## src/rtl/rst_seq_pkg.sv

```systemverilog
// Shared constants for the staged reset sequencer:
// FSM state encoding and counter sizing helper.
package rst_seq_pkg;

  localparam logic [1:0] ST_HOLD    = 2'd0;
  localparam logic [1:0] ST_RELEASE = 2'd1;
  localparam logic [1:0] ST_DONE    = 2'd2;

  // Bits needed to count up to the larger of two limits.
  function automatic int cnt_width(input int a, input int b);
    int m;
    m = (a > b) ? a : b;
    return $clog2(m + 1);
  endfunction

endpackage

```

## src/rtl/rst_sync_chain.sv

```systemverilog
// Async-assert / sync-deassert reset synchroniser.
// RST_SYNC rises NUM_STAGES edges after RST releases.
module rst_sync_chain #(
  parameter int NUM_STAGES = 2
) (
  input  logic CLK,
  input  logic RST,
  output logic RST_SYNC
);

  logic [NUM_STAGES-1:0] sync_q;
  logic [NUM_STAGES-1:0] sync_d;

  assign sync_d = {sync_q[NUM_STAGES-2:0], 1'b1};

  // Shift ones in once RST is high; clear at once when it drops.
  always_ff @(posedge CLK or negedge RST) begin
    if (!RST) sync_q <= '0;
    else      sync_q <= sync_d;
  end

  assign RST_SYNC = sync_q[NUM_STAGES-1];

endmodule

```

## src/rtl/rst_sync_seq.sv

```systemverilog
// Reset synchroniser plus staged release of NUM_CH
// downstream resets, with a synchronous soft-reset replay.
module rst_sync_seq
  import rst_seq_pkg::*;
#(
  parameter int NUM_STAGES  = 2,
  parameter int NUM_CH      = 4,
  parameter int MIN_ASSERT  = 4,
  parameter int RELEASE_GAP = 2
) (
  input  logic              CLK,
  input  logic              RST,
  input  logic              SW_RST_REQ,
  output logic              RST_SYNC,
  output logic [NUM_CH-1:0] RST_OUT,
  output logic              SEQ_DONE
);

  localparam int CW = cnt_width(MIN_ASSERT, RELEASE_GAP);
  localparam int IW = $clog2(NUM_CH + 1);

  logic              sync;
  logic [1:0]        state_q, state_d;
  logic [CW-1:0]     cnt_q, cnt_d;
  logic [IW-1:0]     idx_q, idx_d;
  logic [NUM_CH-1:0] out_q, out_d;
  logic              done_q, done_d;

  rst_sync_chain #(
    .NUM_STAGES(NUM_STAGES)
  ) u_chain (
    .CLK      (CLK),
    .RST      (RST),
    .RST_SYNC (sync)
  );

  // Sequencer next state: hold, then release one channel per gap.
  always_comb begin
    state_d = state_q;
    cnt_d   = cnt_q;
    idx_d   = idx_q;
    out_d   = out_q;
    done_d  = done_q;
    if (SW_RST_REQ) begin
      state_d = ST_HOLD;
      cnt_d   = '0;
      idx_d   = '0;
      out_d   = '0;
      done_d  = 1'b0;
    end else begin
      case (state_q)
        ST_HOLD: begin
          if (sync) begin
            if (cnt_q == CW'(MIN_ASSERT - 1)) begin
              out_d = NUM_CH'(1);
              idx_d = IW'(1);
              cnt_d = '0;
              if (NUM_CH == 1) begin
                state_d = ST_DONE;
                done_d  = 1'b1;
              end else begin
                state_d = ST_RELEASE;
              end
            end else begin
              cnt_d = cnt_q + 1'b1;
            end
          end
        end
        ST_RELEASE: begin
          if (cnt_q == CW'(RELEASE_GAP - 1)) begin
            out_d = (out_q << 1) | NUM_CH'(1);
            idx_d = idx_q + 1'b1;
            cnt_d = '0;
            if (idx_q == IW'(NUM_CH - 1)) begin
              state_d = ST_DONE;
              done_d  = 1'b1;
            end
          end else begin
            cnt_d = cnt_q + 1'b1;
          end
        end
        ST_DONE: begin
          out_d  = '1;
          done_d = 1'b1;
        end
        default: begin
          state_d = ST_HOLD;
          cnt_d   = '0;
          idx_d   = '0;
          out_d   = '0;
          done_d  = 1'b0;
        end
      endcase
    end
  end

  // Sequencer registers, all cleared directly by RST.
  always_ff @(posedge CLK or negedge RST) begin
    if (!RST) begin
      state_q <= ST_HOLD;
      cnt_q   <= '0;
      idx_q   <= '0;
      out_q   <= '0;
      done_q  <= 1'b0;
    end else begin
      state_q <= state_d;
      cnt_q   <= cnt_d;
      idx_q   <= idx_d;
      out_q   <= out_d;
      done_q  <= done_d;
    end
  end

  assign RST_SYNC = sync;
  assign RST_OUT  = out_q;
  assign SEQ_DONE = done_q;

endmodule

```

## config.mk

```make
export PLATFORM = sky130hd
export DESIGN_NAME = rst_sync_seq
export DESIGN_NICKNAME = d
export VERILOG_FILES = /design/src/rtl/rst_seq_pkg.sv /design/src/rtl/rst_sync_chain.sv /design/src/rtl/rst_sync_seq.sv
export SDC_FILE = /design/constraint.sdc
export NUM_CORES = 1
export LEC_CHECK = 0
export CAP_MARGIN = 10
export CORE_MARGIN = 5
export CORE_UTILIZATION = 58
export DETAILED_ROUTE_END_ITERATION = 10
export PLACE_DENSITY = 0.81
export SLEW_MARGIN = 5
export SYNTH_ARGS = -nofsm -noshare
export SYNTH_HDL_FRONTEND = slang
export SYNTH_HIERARCHICAL = 1
export SYNTH_SLANG_ARGS = --single-unit
```

## constraint.sdc

```tcl
create_clock -name CLK -period 2.71 [get_ports CLK]
set_input_delay 0.542 -clock CLK [delete_from_list [all_inputs] [get_ports CLK]]
set_output_delay 0.542 -clock CLK [all_outputs]
set_load 0.01 [all_outputs]
```

## After elaboration in Yosys (flattened, before gate mapping)

Index checks and enable logic that the tools add are counted.

| storage, ports and cells | value |
|---|---|
| output and inout port bits | 6 |
| register bits after elaboration | 15 |
| memory bits (read-only) | 0 |
| latch bits | 0 |
| memories | 0 |
| bits of input ports | 3 |
| word-level logic and storage cells | 50 |
| bits in writable memories | 0 |

| operators by class | value |
|---|---|
| reduce and logical (&&, ||, !) cells | 6 |
| add/sub/neg operators | 2 |
| $mul | 0 |
| shifts and indexed selects | 0 |
| multiplexer cells | 25 |
| div/mod/pow operators | 0 |
| equal/unequal tests | 11 |
| magnitude comparators | 0 |
| bitwise logic cells | 0 |

Operator list:

| operator | number |
|---|---|
| $mux W3 | 8 |
| $pmux W3 S3 | 2 |
| $mux W4 | 4 |
| $pmux W4 S3 | 1 |
| $mux W2 | 5 |
| $ne A3 B3 Y1 const B | 3 |
| $add A3 B1 Y3 const B | 2 |
| $eq A3 B2 Y1 const B | 2 |
| $pmux W2 S3 | 1 |
| $reduce_and A3 Y1 | 2 |
| $reduce_and A5 Y1 | 1 |
| $ne A2 B2 Y1 const B | 2 |
| $reduce_and A4 Y1 | 1 |
| $eq A3 B1 Y1 const B | 1 |
| $mux W1 | 3 |
| $ne A3 B2 Y1 const B | 1 |
| $pmux W1 S3 | 1 |
| $eq A2 B1 Y1 const B | 1 |
| $eq A2 B2 Y1 const B | 1 |
| $logic_not A2 Y1 | 1 |
| $reduce_and A2 Y1 | 1 |

## Logic depth before layout (Yosys ltp)

| logic depth | value |
|---|---|
| depth in word-level cells | 5 |
| mapped depth | 6 |
| mapped depth without buffers | 6 |

## Cells and area by module

Netlist, hierarchy kept.

By module, submodules not included:

| module | cells each | instances | area each (um^2) | seq. area each (um^2) |
|---|---|---|---|---|
| rst_sync_seq | 83 | 1 | 817.0 | 325.3 |
| rst_sync_chain | 3 | 1 | 53.8 | 50.0 |

## Worst setup path after synthesis

OpenSTA, ideal clock, no wires.

| path | value |
|---|---|
| path type | register to register |
| from | register state_q[0] |
| to | register idx_q[2] |
| data required time | 2.589 ns |
| arrival time | 1.426 ns |
| cell stages (with the launch flop) | 7 |
| buffers on the path | 0 |
| setup slack | 1.163 ns |
| library setup time | 0.121 ns |
| clock period less this slack | 1.547 ns |
| path through | dfrtp_1 inv_1 ha_1 a21boi_2 o21ai_4 o21ai_1 a22o_1 |

| between the ends | value |
|---|---|
| cells in the longest elaborated chain, start to end | 3 |
| elaborated cells on any way between the ends | 10 |
| those cells by class | eq/ne (6); mux (2); reduce/logical (2) |

RTL lines:

| element | line | RTL |
|---|---|---|
| start, declared | rst_sync_seq.sv:23 | `logic [1:0] state_q, state_d;` |
| start signal, assigned | rst_sync_seq.sv:106 | `state_q <= state_d;` |
| $eq A2 B1 Y1 (tied with other cells) | rst_sync_seq.sv:51 | `case (state_q)` |
| $ne A3 B3 Y1 (no line) (tied with other cells) | - |  |
| $reduce_and A4 Y1 (no line) or $mux W3 (tied branches) | - |  |
| end signal, assigned | rst_sync_seq.sv:108 | `idx_q <= idx_d;` |
| end, declared | rst_sync_seq.sv:25 | `logic [IW-1:0] idx_q, idx_d;` |

Several ways; a longest one is shown, not always the timed one.
A chain may end at the register's enable or synchronous reset.

## Worst setup path after layout

| path | value |
|---|---|
| from | input SW_RST_REQ |
| to | register state_q[0] |

| between the ends | value |
|---|---|
| cells in the longest elaborated chain, start to end | 2 |
| elaborated cells on any way between the ends | 7 |
| those cells by class | eq/ne (5); mux (1); reduce/logical (1) |

RTL lines:

| element | line | RTL |
|---|---|---|
| start, declared | rst_sync_seq.sv:13 | `input logic SW_RST_REQ,` |
| $ne A3 B2 Y1 (no line) (tied with other cells) | - |  |
| $reduce_and A5 Y1 (no line) | - |  |

Several ways; a longest one is shown, not always the timed one.

==> impl_metrics.yaml <==
logic_synthesis:
  synth_top_cells_by_area: "sky130_fd_sc_hd__dfrtp_1 43%, sky130_fd_sc_hd__ha_1 16%, sky130_fd_sc_hd__a21oi_1 5.7%, sky130_fd_sc_hd__a211oi_1 4.3%, sky130_fd_sc_hd__inv_1 3.9%"
  ys_seq_elements: 15
  sequential_to_total_area_share_from_yosys_stat: 0.431
  synth_top_family_by_area: "compound AO/OA/AOI/OAI gates"
  ys_top_cells_by_count: "15 x sky130_fd_sc_hd__dfrtp_1, 11 x sky130_fd_sc_hd__ha_1, 10 x sky130_fd_sc_hd__a21oi_1"
  ys_async_sr_fraction: 1.00
  synth-edff-count: 0
  syn_avg_cell_area_sq_um: 10.1
  synthAdderAreaFrac: 0.158
  netlist_instances: 86
  post-synth-top-count-cell: "sky130_fd_sc_hd__dfrtp_1"
  mappedNetlistNets: 100
  synth_area_sq_um: 871
  netlist-cell-type-count: 27
  post-synth-top-area-fraction: 0.431
  synth_compound_gate_area_share: 0.240
  yosys_most_used_dff: "sky130_fd_sc_hd__dfrtp_1"
  synth_xor_xnor_area_share: 0
  synth.mux.area_fraction: 0
  netlist.top_cell.by_area: "sky130_fd_sc_hd__dfrtp_1"
  synthesis.yosys.warnings: 6
  synthSimpleGateAreaFrac: 0.122
setup_path:
  worstPathCellList: "clkdlybuf4s50_1, nand2b_1, a21o_1, a21oi_1, a41o_1"
  crit_buf_inv: 1
  required_ps: 2870
  critical_path_peak_fanout: 11
  cp_arrival_ps: 1940
  cp_top_family: "buffers and inverters"
  slowest_stage: "sky130_fd_sc_hd__clkdlybuf4s50_1"
  worstSetupPathType: "in2reg"
  startpoint_types: "primary input"
  slowest_delay_ps: 700
  endpoint_kind: "flip-flop"
timing:
  fin_tns_setup_ps: 0
  fin_crit_ps: 1780
  report.final.slew_viol_count: 0
  maxSlewHeadroom: 0.569
  finalSetupViolations: 0
  fin_clk_skew_ps: 3.32
  maxClockFrequency_ghz: 0.560
  worst_slew_pin_slew_ps: 644
  final_min_period_over_clock_period: 0.658
  rsz0062_at_grt: "no"
  final.setup.worst_slack_ps: 926
  report.final.hold_viol_count: 0
clock_tree:
  post_cts_resized: 0
  cts_made_buffers: 3
  cts_max_path_buffers: 2
  clkLatencyLatePin_ps: 270
  clkTransAtPathRegs_ps: 90
  ctsRootBufferMaster: "sky130_fd_sc_hd__clkbuf_4"
  cts_tree: "yes"
  postCtsHoldBufs: 0
  cts.repair_timing.setup_buffer_count: 0
  clock_sinks: 15
  clock_tree.htree_level_count: 1
global_route:
  grt_start_max_net_pins: 16
  grt_first_pass_wirelength_mm: 2.65
  initial_antenna_violation_count: 0
  grt_overflow_total: 0
  grt_use_total: 0.137
  vias_in_the_first_global_route: 586
drt:
  routed-via-count: 626
  remaining_drc_errors: 0
  routed_wire_length_per_instance_microns: 12.8
  routedLengthMet1_microns: 748
  wl_met3_microns: 30
  antenna_left: 0
  wl_mm: 1.45
  met2RoutedLength_microns: 655
  vias_per_cell: 5.54
  first_iter_violations: 14
  dr.pass1.iters: 4
  top_layer_used: "met4"
finish:
  antenna-diode-count: 0
  syn2layout_area_growth_pct: 13.9
  drive_gt1_frac: 0.0722
  fill_cells: 118
  final_nets: 112
floorplan:
  start_util: 0.592
  design.portCount: 9
  die_y_microns: 48.8
  core-area_sq_mm: 0.00147
  die_w_microns: 48.8
  fp-row-count: 14
  die_area_sq_mm: 0.00238
placement:
  placement.io_buffers: 8
  detailed_place_hpwl_mm: 1.14
  preCtsSetupSlack_ps: 642
  gp_routability_congestion: 0.788
power_and_ir_drop:
  max-vdd-ir-drop_mv: 0.668
  cellPowerDensity_mw_per_mm2: 855
  power.leakage_nw: 0.444
job:
  max-cap-violations: 0
min_path:
  hold_class: "reg2reg"
outcome:
  status: "finished, final reports clean"
## metrics by stage
stage / power (mW) / instance area (sq um) / util / hold WS [ps] / std cells
floorplan: 0.608 / 871 / - / 246 / 86
global route: 0.931 / 992 / 0.674 / 368 / 113
global placement: 0.721 / 966 / 0.656 / 334 / 109
finish: 0.849 / 992 / 0.674 / 359 / 113
detailed placement: 0.734 / 966 / 0.656 / 339 / 109
CTS: 0.855 / 992 / 0.674 / 359 / 113
## metal layers
layer | up-vias | track usage
li1 | 322 | -
met3 | 2 | 0.0307
met1 | 297 | 0.195
met5 | - | 0
met2 | 5 | 0.215
met4 | 0 | 0.0269
## area by class of cell
| cell class | count | area [sq um] | share of cell area |
|---|---|---|---|
| Clock buffer | 4 | 26.3 | 0.0265 |
| Inverter | 9 | 33.8 | 0.0340 |
| Multi-Input combinational cell | 61 | 457 | 0.460 |
| Sequential cell | 15 | 375 | 0.378 |
| Tap cell | 16 | 20.0 | 0.0202 |
| Timing Repair Buffer | 8 | 80.1 | 0.0807 |
## where the power goes
group	switching, mW	internal, mW
registers	0.0486	0.280
clock network	0.0638	0.0568
logic	0.218	0.182
total	0.331	0.518
## cell usage in the layout, fill, tap and decap left out, types with 2 or more instances in the layout
| cell type | synthesis | routed |
|---|---|---|
| sky130_fd_sc_hd__clkdlybuf4s50_1 | 0 | 8 |
| sky130_fd_sc_hd__a211oi_1 | 5 | 5 |
| sky130_fd_sc_hd__nor3_1 | 2 | 2 |
| sky130_fd_sc_hd__or3_1 | 2 | 2 |
| sky130_fd_sc_hd__nor2_1 | 6 | 6 |
| sky130_fd_sc_hd__a21oi_1 | 10 | 10 |
| sky130_fd_sc_hd__clkbuf_4 | 0 | 3 |
| sky130_fd_sc_hd__nand2_1 | 4 | 4 |
| sky130_fd_sc_hd__a21o_1 | 2 | 2 |
| sky130_fd_sc_hd__ha_1 | 11 | 11 |
| sky130_fd_sc_hd__nor2b_1 | 4 | 4 |
| sky130_fd_sc_hd__inv_1 | 9 | 9 |
| sky130_fd_sc_hd__dfrtp_1 | 15 | 15 |
## path summary, 6_finish.rpt
check,start,endpoint,slack (ps),depth (start not counted)
max in group asynchronous,RST,SEQ_DONE,1630,1
max,SW_RST_REQ,state_q[0],930,5
min reg2reg,u_chain/sync_q[0],u_chain/sync_q[1],360,0
min,u_chain/sync_q[0],u_chain/sync_q[1],360,0
max reg2reg,state_q[1],idx_q[2],960,6
min in group asynchronous,RST,cnt_q[0],670,1
## cell families (layout without fill, tap and decap cells)
logic type	after synthesis	after routing
compound gates	28	28
simple gates	21	21
buf+inv	10	21
fa+ha+maj	11	11
flops	15	15
other cells	1	1
## sequential cells by signal, summed over array words and instances (netlist names)
signal and cells:
idx_q 3, cnt_q 3, u_chain/sync_q 2, SEQ_DONE 1, state_q 2, RST_OUT 4
No activity file was read; power rests on OpenSTA's default activity.
